`config.mk`:
```
export PLATFORM = sky130hd
export DESIGN_NAME = vga_sync
export DESIGN_NICKNAME = d
export VERILOG_FILES = /design/src/rtl/vga_timing_pkg.sv /design/src/rtl/pixel_tick_div.sv /design/src/rtl/vga_sync.sv
export SDC_FILE = /design/constraint.sdc
export NUM_CORES = 1
export LEC_CHECK = 0
export CAP_MARGIN = 25
export CORE_MARGIN = 1
export CORE_UTILIZATION = 30
export CTS_CLUSTER_SIZE = 8
export DETAILED_ROUTE_END_ITERATION = 10
export PLACE_DENSITY = 0.6
export SLEW_MARGIN = 20
export SYNTH_ARGS = -nofsm -noshare
export SYNTH_HDL_FRONTEND = slang
export SYNTH_SLANG_ARGS = --single-unit
```
`constraint.sdc`:
```
create_clock -name clk -period 2.2 [get_ports clk]
set_input_delay 0.66 -clock clk [delete_from_list [all_inputs] [get_ports clk]]
set_output_delay 0.66 -clock clk [all_outputs]
set_load 0.01 [all_outputs]
```
`src/rtl/vga_timing_pkg.sv`:
```
// rtl/vga_timing_pkg.sv - shared 640x480@60 raster limits, derived totals and sync window bounds
package vga_timing_pkg;

    // Coordinate width shared by every consumer of pixel_x / pixel_y.
    localparam int COORD_W = 10;
    typedef logic [COORD_W-1:0] coord_t;

    // Horizontal timing in pixels.
    localparam int H_DISPLAY = 640;
    localparam int H_FP      = 16;
    localparam int H_RETRACE = 96;
    localparam int H_BP      = 48;

    // Vertical timing in lines.
    localparam int V_DISPLAY = 480;
    localparam int V_FP      = 10;
    localparam int V_RETRACE = 2;
    localparam int V_BP      = 33;

    // Pixel clock divider from the 100 MHz board clock.
    localparam int CLK_DIV = 4;

    // Derived totals.
    localparam int H_TOTAL = H_DISPLAY + H_FP + H_RETRACE + H_BP;
    localparam int V_TOTAL = V_DISPLAY + V_FP + V_RETRACE + V_BP;

    // Sync pulse windows, inclusive on both ends.
    localparam int H_SYNC_START = H_DISPLAY + H_FP;
    localparam int H_SYNC_END   = H_DISPLAY + H_FP + H_RETRACE - 1;
    localparam int V_SYNC_START = V_DISPLAY + V_FP;
    localparam int V_SYNC_END   = V_DISPLAY + V_FP + V_RETRACE - 1;

    // True when a coordinate lies inside [lo, hi]; used for the sync windows.
    function automatic logic in_range(input coord_t value, input coord_t lo, input coord_t hi);
        return (value >= lo) && (value <= hi);
    endfunction

endpackage

```
`src/rtl/pixel_tick_div.sv`:
```
// rtl/pixel_tick_div.sv - mod-CLK_DIV counter producing a one-clk pixel-rate strobe
module pixel_tick_div #(
    parameter int CLK_DIV = 4
) (
    input  logic clk,
    input  logic reset,
    output logic p_tick
);

    // Width covers 0..CLK_DIV-1; CLK_DIV is at least 2 so this is never zero.
    localparam int CNT_W = (CLK_DIV > 2) ? $clog2(CLK_DIV) : 1;
    localparam logic [CNT_W-1:0] CNT_LAST = CNT_W'(CLK_DIV - 1);

    logic [CNT_W-1:0] div_cnt;

    // Free-running divider, wraps after the last count of each pixel period.
    always_ff @(posedge clk) begin
        if (reset) begin
            div_cnt <= '0;
        end else if (div_cnt == CNT_LAST) begin
            div_cnt <= '0;
        end else begin
            div_cnt <= div_cnt + 1'b1;
        end
    end

    // Strobe in the final clk of the pixel period; counters advance on the edge ending it.
    assign p_tick = (div_cnt == CNT_LAST);

endmodule

```
`src/rtl/vga_sync.sv`:
```
// rtl/vga_sync.sv - 640x480 raster timing generator (optional frame_tick output: VGA_FRAME_TICK_EN)
module vga_sync #(
    parameter int H_DISPLAY = vga_timing_pkg::H_DISPLAY,
    parameter int H_FP      = vga_timing_pkg::H_FP,
    parameter int H_RETRACE = vga_timing_pkg::H_RETRACE,
    parameter int H_BP      = vga_timing_pkg::H_BP,
    parameter int V_DISPLAY = vga_timing_pkg::V_DISPLAY,
    parameter int V_FP      = vga_timing_pkg::V_FP,
    parameter int V_RETRACE = vga_timing_pkg::V_RETRACE,
    parameter int V_BP      = vga_timing_pkg::V_BP,
    parameter int CLK_DIV   = vga_timing_pkg::CLK_DIV
) (
    input  logic       clk,
    input  logic       reset,
    output logic       hsync,
    output logic       vsync,
    output logic       video_on,
    output logic       p_tick,
    output logic [9:0] pixel_x,
`ifdef VGA_FRAME_TICK_EN
    output logic       frame_tick,
`endif
    output logic [9:0] pixel_y
);

    import vga_timing_pkg::coord_t;
    import vga_timing_pkg::in_range;

    // Derived from this instance's parameters so reduced timings work too.
    localparam int H_TOTAL      = H_DISPLAY + H_FP + H_RETRACE + H_BP;
    localparam int V_TOTAL      = V_DISPLAY + V_FP + V_RETRACE + V_BP;
    localparam int H_SYNC_START = H_DISPLAY + H_FP;
    localparam int H_SYNC_END   = H_DISPLAY + H_FP + H_RETRACE - 1;
    localparam int V_SYNC_START = V_DISPLAY + V_FP;
    localparam int V_SYNC_END   = V_DISPLAY + V_FP + V_RETRACE - 1;

    localparam coord_t H_LAST    = coord_t'(H_TOTAL - 1);
    localparam coord_t V_LAST    = coord_t'(V_TOTAL - 1);
    localparam coord_t H_VIS_END = coord_t'(H_DISPLAY);
    localparam coord_t V_VIS_END = coord_t'(V_DISPLAY);
    localparam coord_t H_SS      = coord_t'(H_SYNC_START);
    localparam coord_t H_SE      = coord_t'(H_SYNC_END);
    localparam coord_t V_SS      = coord_t'(V_SYNC_START);
    localparam coord_t V_SE      = coord_t'(V_SYNC_END);

    coord_t h_cnt;
    coord_t v_cnt;
    coord_t h_next;
    coord_t v_next;
    logic   h_end;
    logic   v_end;
    logic   hsync_reg;
    logic   vsync_reg;
    logic   tick;

    pixel_tick_div #(
        .CLK_DIV (CLK_DIV)
    ) u_pixel_tick_div (
        .clk    (clk),
        .reset  (reset),
        .p_tick (tick)
    );

    assign h_end = (h_cnt == H_LAST);
    assign v_end = (v_cnt == V_LAST);

    // Next-state scan position: hold between ticks, step per tick, wrap line then frame.
    always_comb begin
        h_next = h_cnt;
        v_next = v_cnt;
        if (tick) begin
            if (h_end) begin
                h_next = '0;
                v_next = v_end ? '0 : v_cnt + 1'b1;
            end else begin
                h_next = h_cnt + 1'b1;
            end
        end
    end

    // Scan counters and sync registers; syncs decode next-state so they move with pixel_x/y.
    always_ff @(posedge clk) begin
        if (reset) begin
            h_cnt     <= '0;
            v_cnt     <= '0;
            hsync_reg <= 1'b1;
            vsync_reg <= 1'b1;
        end else begin
            h_cnt     <= h_next;
            v_cnt     <= v_next;
            hsync_reg <= ~in_range(h_next, H_SS, H_SE);
            vsync_reg <= ~in_range(v_next, V_SS, V_SE);
        end
    end

`ifdef VGA_FRAME_TICK_EN
    logic frame_tick_reg;

    // One-clk pulse following the edge that enters vertical blanking at (0, V_DISPLAY).
    always_ff @(posedge clk) begin
        if (reset) begin
            frame_tick_reg <= 1'b0;
        end else begin
            frame_tick_reg <= tick && h_end && (v_cnt == V_VIS_END - 1'b1);
        end
    end

    assign frame_tick = frame_tick_reg;
`endif

    assign hsync    = hsync_reg;
    assign vsync    = vsync_reg;
    assign p_tick   = tick;
    assign pixel_x  = h_cnt;
    assign pixel_y  = v_cnt;
    assign video_on = (h_cnt < H_VIS_END) && (v_cnt < V_VIS_END);

endmodule

```
# Yosys cells after proc, flatten, opt, wreduce, memory -nomap -nowiden
# Cells that the tools add are included.
# totals
inputBits	2
ff_bits	24
word_cells	28
output_inout_bits	24
# op_classes
muxes	5
bitwise_logic	2
order_cmp	6
add_sub_neg	3
reduce_logical	4
eq_ne	3
# op_table
operator	n
two-way mux 10 bit	5
adder 10 x 1 -> 10 bit (second input constant)	2
equality test 10 bit (second input constant)	2
greater-or-equal comparator 10 bit (second input constant)	1
greater-or-equal comparator 10 x 9 -> 1 bit (second input constant)	1
<= comparator 10 bit (second input constant)	1
<= comparator 10 x 9 -> 1 bit (second input constant)	1
< comparator 10 bit (second input constant)	1
< comparator 10 x 9 -> 1 bit (second input constant)	1
logical AND 1 bit	3
adder 2 x 1 -> 2 bit (second input constant)	1
equality test 2 bit (second input constant)	1
inverter 1 bit	2
OR reduction 2 bit	1

# Longest topological paths before layout
# Gate-level depths: netlist of run 1.
# depth
ltp_word	7
depth_mapped	8
mapped_depth_nobuf	7

# Modules after synthesis
# Synthesis of run 1 repeated with hierarchy kept, for this count alone.
# hier_totals
cells_unflattened	164
hier_area_um2	1442.6
# modules_own_cells
module	instances	area_each_um2	cells_per_inst
vga_sync	1	1367.6	159
pixel_tick_div	1	75.1	5

# Worst setup path after synthesis of run 1
# OpenSTA, ideal clock, no wires.
# synth_timing
kind	flip-flop to flip-flop
startpoint	register u_pixel_tick_div.div_cnt[0]
endpoint	register vsync_reg, in the netlist vsync
stages_incl_launch_ff	8
setup_slack_ps	64
required_time_ps	2069
t_arrival_ps	2005
path_buffers	1
setup_ps	131
period_less_slack_ps	2136
path_cell_list	dfxtp_1 > ha_1 > buf_2 > nand4_1 > or3_4 > or3_4 > a221oi_2 > nand4_1
# synth_between
elab_chain_len	5
elab_cells_between_ends	6
classes_between	order compare: 2; eq/ne: 1; mux: 1; bitwise: 1; reduce/logical: 1
# synth_lines
element	line	source
start: declaration	pixel_tick_div.sv:14	logic [CNT_W-1:0] div_cnt;
start signal: assignment	pixel_tick_div.sv:23	div_cnt <= div_cnt + 1'b1;
equality test 2 bit *	pixel_tick_div.sv:28	assign p_tick = (div_cnt == CNT_LAST);
named net p_tick	vga_sync.sv:18	output logic p_tick,
two-way mux 10 bit *	vga_sync.sv:71	if (tick) begin
greater-or-equal comparator 10 x 9 -> 1 bit / <= comparator 10 x 9 -> 1 bit (equally long branches)	vga_timing_pkg.sv:35	return (value >= lo) && (value <= hi);
logical AND 1 bit *	vga_timing_pkg.sv:35	
inverter 1 bit *	vga_sync.sv:92	vsync_reg <= ~in_range(v_next, V_SS, V_SE);
end signal: assignment	vga_sync.sv:92	
end: declaration	vga_sync.sv:53	logic vsync_reg;
# The timed path passes the listed nets; every way through them passes the cells marked *.
# A chain may end at the register's enable or synchronous reset.

# Final worst setup path of run 1
# layout_timing
startpoint	register v_cnt[4], in the netlist pixel_y[4]
endpoint	output pixel_y[4]
# layout_rtl
element	line	source
start: declaration	vga_sync.sv:47	coord_t v_cnt;
start signal: assignment	vga_sync.sv:90	v_cnt <= v_next;
end: declaration	vga_sync.sv:23	output logic [9:0] pixel_y
# No word-level cell between the ends.

==> reports/metrics.cfg, run 1 <==
[status]
outcome=finished, final reports clean

[min_path]
hold_path_depth=1
hold-path-endpoint=u_pixel_tick_div.div_cnt[0]
hold_path_startpoint=u_pixel_tick_div.div_cnt[0]
min_path_type=flip-flop to flip-flop

[timing]
worst_slew_pin_slew_ns=0.361
fin_crit_sh=0.925
fin_crit_ns=2.04
whs_ns=0.430
fmax_ghz=0.491
setup_viol=0
tns_ns=0
rsz0062_at_grt=no
slew_headroom=0.756
finClkSkew_ns=0.00575
drv_slew=0
hold_violations=0

[finish]
diodes=0
nets=201
drive_above_1_share=0.129
syn2layout_area_growth_pct=35.1
final_core_util=0.429
stdcell_count=244

[clock_network]
cts_setup_buffers=0
path_clk_slew_ns=0.08
insertion_delay_ns=0.27
cts_tree=yes
ctsHoldBuffers=0
htree_levels=1
cts_buffers=3
cts-root-buf=clkbuf_8
cts.path.max_buffers=2
clock-sinks=24

[pwr]
totalPowerFinal_uw=786
vdd_drop_max_mv=0.254
p_per_area_nw_per_um2=451
p_leak_uw=0.000597

[yosys]
synth_area_um2=1290
synthesis.nets=162
synthesis.instances=156
avgSynthCellArea_um2=8.26
ys_types=40
synth-seq-area-share=0.373
yosys_warnings=0
ys_ff_latch=24

[critical_path]
r2r-end=vsync
worstPathRequired_ns=1.54
path_cells=clkdlybuf4s50_1
rr_worst_depth=6
crit_type=flip-flop to primary output
arrival_ns=1.38
r2r_setup_slack_ns=0.20
critPathSlowestCell=clkdlybuf4s50_1
critPathCaptureType=primary output
worstPathMaxFanout=10
cp-start-kind=flip-flop
slowest_delay_ns=0.61
path_delay_family=buffers and inverters
critPathBufInv=1
worstReg2RegStart=pixel_x[0]

[route]
drc=0
route.vias.total=1185
finalWirelength_um=3040
ant_nets=0
via_per_inst=4.86
post_drt_wl_per_cell_um=12.5
drtIter0Drc=79
first_pass_iters=4

[die]
core-area_um2=4060
initial_core_util=0.318
die_y_um=67.5
die_area_um2=4560
die_w_um=67.5
row_count=23
ios=26

[global_route]
overflow=0
grt_usage=0.151
grt_max_degree=14
antenna_found_initial=0
grt_pass1_wl_um=5110
grt_pass1_vias=1051

[place]
place_hpwl_um=2270
port_buffers=25
place_congestion=0.831
placed_cells=240

[run]
cap_violations=0

[layer usage]
layer / track usage / part of all wire
met3: 0.0236 / 0.041
met5: 0 / 0
met2: 0.212 / 0.44
met1: 0.224 / 0.51
met4: 0.0665 / 0.0059
[kinds of logic after synthesis]
group	after synthesis	synth area share
AOI/OAI and AO/OA	24	0.123
xor gates and xnor gates	14	0.0951
adders and majority gates	4	0.0388
buffers and inverters	10	0.0359
DFF	24	0.373
muxes	1	0.00777
and+or+nand+nor	79	0.326
[placed cells by master (no fill, tap or decap), types with 2 or more instances in the layout]
cell	n
nor3_1	7
or3_1	5
xnor2_1	10
o21ai_0	7
and2_1	2
nand3b_1	2
xor2_1	4
buf_4	15
dfxtp_1	22
ha_1	4
clkbuf_8	4
dfxtp_2	2
nand4_1	5
a21oi_1	7
inv_1	4
and3b_1	2
nand3_1	8
or3_4	2
clkdlybuf4s50_1	23
nand2b_1	3
and3_1	2
nor2_1	21
nand2_1	13
[per-stage QoR]
stage,area (µm²),setup WS (ns)
global route,1740,0.0871
finish,1740,0.165
detailed placement,1680,0.223
global placement,1680,0.226
floorplan,1290,0.0642
CTS,1740,0.0278
[worst max path at each step]
stage / slack (ns) / end / from / cells past startpoint
5_1_grt: 0.09 / vsync / pixel_x[1] / 6
3_5_place_dp: 0.22 / vsync / pixel_x[0] / 6
3_3_place_gp: 0.23 / vsync / pixel_x[0] / 6
2_1_floorplan: 0.06 / vsync / u_pixel_tick_div.div_cnt[0] / 7
6_report: 0.16 / pixel_y[4] / pixel_y[4] / 1
4_1_cts: 0.03 / p_tick / u_pixel_tick_div.div_cnt[0] / 3
[final cells by class]
type / instances / area, µm²
Inverter: 4 / 15.0
Multi-Input combinational cell: 122 / 762
Timing Repair Buffer: 40 / 364
Sequential cell: 24 / 483
Tap cell: 50 / 62.6
Clock buffer: 4 / 55.1
Fill cell: 411 / 2320
[power by group]
part / internal, µW / switching (µW)
Clock: 160 / 145
Sequential: 440 / 2.52
Combinational: 19.3 / 19.1
Total: 619 / 167
[synthesized netlist by cell type (all sizes together)]
| master | n | area, µm² |
|---|---|---|
| inv | 4 | 15.0 |
| dfxtp | 24 | 480 |
| nand3 | 8 | 40.0 |
| nand4 | 5 | 31.3 |
| a21oi | 7 | 35.0 |
| and4b | 1 | 10.0 |
| xor2 | 4 | 35.0 |
| nor4 | 1 | 6.26 |
| nor2 | 21 | 78.8 |
| a21o | 1 | 7.51 |
| ha | 4 | 50.1 |
| nand3b | 2 | 15.0 |
| a21boi | 1 | 7.51 |
| buf | 2 | 16.3 |
| a41oi | 1 | 8.76 |
| nand2 | 13 | 48.8 |
| and2 | 2 | 12.5 |
| and3b | 2 | 17.5 |
| clkbuf | 4 | 15.0 |
| nand4b | 1 | 8.76 |
| nand4bb | 1 | 11.3 |
| o311a | 1 | 10.0 |
| nand2b | 3 | 18.8 |
| and3 | 2 | 12.5 |
| xnor2 | 10 | 87.6 |
| mux2i | 1 | 10.0 |
| or2 | 2 | 12.5 |
| o22ai | 1 | 6.26 |
| nor3 | 7 | 35.0 |
| a221oi | 1 | 15.0 |
| a311oi | 1 | 8.76 |
| nor3b | 1 | 7.51 |
| o311ai | 1 | 8.76 |
| o2bb2ai | 1 | 8.76 |
| o21ai | 7 | 35.0 |
| o211ai | 1 | 7.51 |
| or3 | 7 | 53.8 |
[repair_timing]
action | 4_1_cts | 5_1_grt
endpoints found under the setup margin | 1 | 1
gates resized for setup | 3 | 1
gates cloned | 0 | 0
pin swaps | 0 | 0
Note: power is estimated with default switching activity, not from simulation.
==> run 2: changes to the inputs <==
--- a/config.mk
+++ b/config.mk
@@ -10,7 +10,8 @@
 export CORE_UTILIZATION = 30
 export CTS_CLUSTER_SIZE = 8
 export DETAILED_ROUTE_END_ITERATION = 10
-export PLACE_DENSITY = 0.6
+export GPL_ROUTABILITY_DRIVEN = 0
+export PLACE_DENSITY_LB_ADDON = 0.15
 export SLEW_MARGIN = 20
 export SYNTH_ARGS = -nofsm -noshare
 export SYNTH_HDL_FRONTEND = slang
==> reports/metrics.cfg, run 2 (synthesis results as in run 1) <==
[timing]
slew_headroom=0.771  ; +0.0150
hold_violations=0  ; unchanged
tns_ns=0  ; unchanged
fmax_ghz=0.483  ; -1.8%
drv_slew=0  ; unchanged
fin_crit_ns=2.07  ; +0.0363 ns
rsz0062_at_grt=no
finClkSkew_ns=0.00210  ; -0.00364 ns
fin_crit_sh=0.942  ; +0.0165
worst_slew_pin_slew_ns=0.342  ; -0.0191 ns
setup_viol=0  ; unchanged

[critical_path]
worstPathRequired_ns=2.35  ; +0.81 ns
arrival_ns=2.22  ; +0.84 ns
cp-start-kind=flip-flop
worstPathMaxFanout=8  ; -2
critPathCaptureType=flip-flop
crit_type=flip-flop to flip-flop

[place]
port_buffers=25  ; unchanged
place_hpwl_um=2520  ; +11%
placed_cells=240  ; unchanged

[finish]
stdcell_count=246  ; +0.82%
layout_common_cells=clkdlybuf4s50_1, dfxtp_1, nor2_1
nets=203  ; +1.0%
multi_input_area_um2=762  ; unchanged
seq_area_um2=483  ; unchanged
fill_cells=408  ; -0.73%
diodes=0  ; unchanged
drive_above_1_share=0.138  ; +0.00889
layout_commonest_cell=clkdlybuf4s50_1
syn2layout_area_growth_pct=36.3

[route]
drtIter0Drc=93  ; +18%
ant_nets=0  ; unchanged
first_pass_iters=4  ; unchanged
via_per_inst=5.13  ; +5.7%
post_drt_wl_per_cell_um=13.3  ; +6.6%
drc=0  ; unchanged
route.vias.total=1263  ; +6.6%
finalWirelength_um=3270  ; +7.5%

[clock_network]
path_clk_slew_ns=0.09  ; about the same
ctsHoldBuffers=0  ; unchanged
cts-root-buf=clkbuf_8
insertion_delay_ns=0.27  ; about the same
cts.path.max_buffers=2  ; unchanged
htree_levels=1  ; unchanged
cts_buffers=3  ; unchanged
clock-sinks=24  ; unchanged
cts_tree=yes

[global_route]
grt_max_degree=14  ; unchanged
antenna_found_initial=0  ; unchanged
grt_usage=0.158  ; +0.00654
grt_pass1_vias=1138  ; +8.3%
grt_pass1_wl_um=5260  ; +3.1%
overflow=0  ; unchanged

[pwr]
p_switching_uw=169  ; +1.6%
p_per_area_nw_per_um2=449  ; -0.50%
swShare=0.214  ; +0.00254
power.share.clock=0.388  ; about the same
vdd_drop_max_mv=0.195  ; -23%
p_leak_uw=0.000606  ; +1.4%
p_seq_frac=0.562  ; about the same
p_int_uw=620  ; about the same
p_comb_frac=0.051  ; +0.002

[min_path]
min_path_type=flip-flop to flip-flop

[die]
die_w_um=67.5  ; unchanged
core-area_um2=4060  ; unchanged
row_count=23  ; unchanged
die_area_um2=4560  ; unchanged
initial_core_util=0.318  ; unchanged
die_y_um=67.5  ; unchanged
ios=26  ; unchanged

[run]
cap_violations=0  ; unchanged

[status]
outcome=finished, final reports clean

## run 2: area by class of cell
class | instances | share of cell area
clock buffer | 4 | 0.0313
inverter | 4 | 0.00855
multi-input combinational | 122 | 0.434
sequential | 24 | 0.275
tap | 50 | 0.0356
timing repair buffer | 42 | 0.216
## run 2: final timing paths
path / startpoint / end / slack (ns) / depth (start not counted)
max: pixel_x[0] / vsync / 0.13 / 6
min reg2reg: u_pixel_tick_div.div_cnt[0] / u_pixel_tick_div.div_cnt[0] / 0.43 / 1
max reg2reg: pixel_x[0] / vsync / 0.13 / 6
min: u_pixel_tick_div.div_cnt[0] / u_pixel_tick_div.div_cnt[0] / 0.43 / 1
## run 2: critical path: stages (launching register included)
cell      delay (ns)
dfxtp_1         0.35
ha_1            0.21
nand4b_1        0.17
or3_4           0.44
or3_1           0.41
a221oi_2        0.25
nand4_1         0.12
## run 2: per-stage QoR
stage	setup slack [ns]	utilization	cell area (µm²)	hold WS [ns]	power, µW
after floorplan	0.0642	-	1290	0.404	474
after global placement	0.232	0.415	1680	0.413	493
after detailed placement	0.156	0.415	1680	0.416	494
after CTS	0.0460	0.429	1740	0.429	798
after global routing	0.00156	0.433	1760	0.433	818
final	0.128	0.433	1760	0.427	789
## run 2: what timing repair did
| item | CTS | global route |
|---|---|---|
| hold endpoints to repair | 0 | 0 |
| buffers inserted | 0 | 2 |
| resized for setup | 3 | 1 |
| setup endpoints to repair | 1 | 2 |
## run 2: per-layer routing
metal / GRT usage / routed length, µm
met5: 0 / 0
met2: 0.241 / 1480
met3: 0.0270 / 187
met1: 0.215 / 1550
met4: 0.0691 / 45
## run 2: power groups by stage
stage,clock [µW],combinational (µW),sequential [µW]
2_1_floorplan,0,18.9,455
3_3_place_gp,0,40.1,453
3_5_place_dp,0,40.3,453
4_1_cts,314,40.7,443
5_1_grt,329,44.9,444
6_report,306,39.9,443
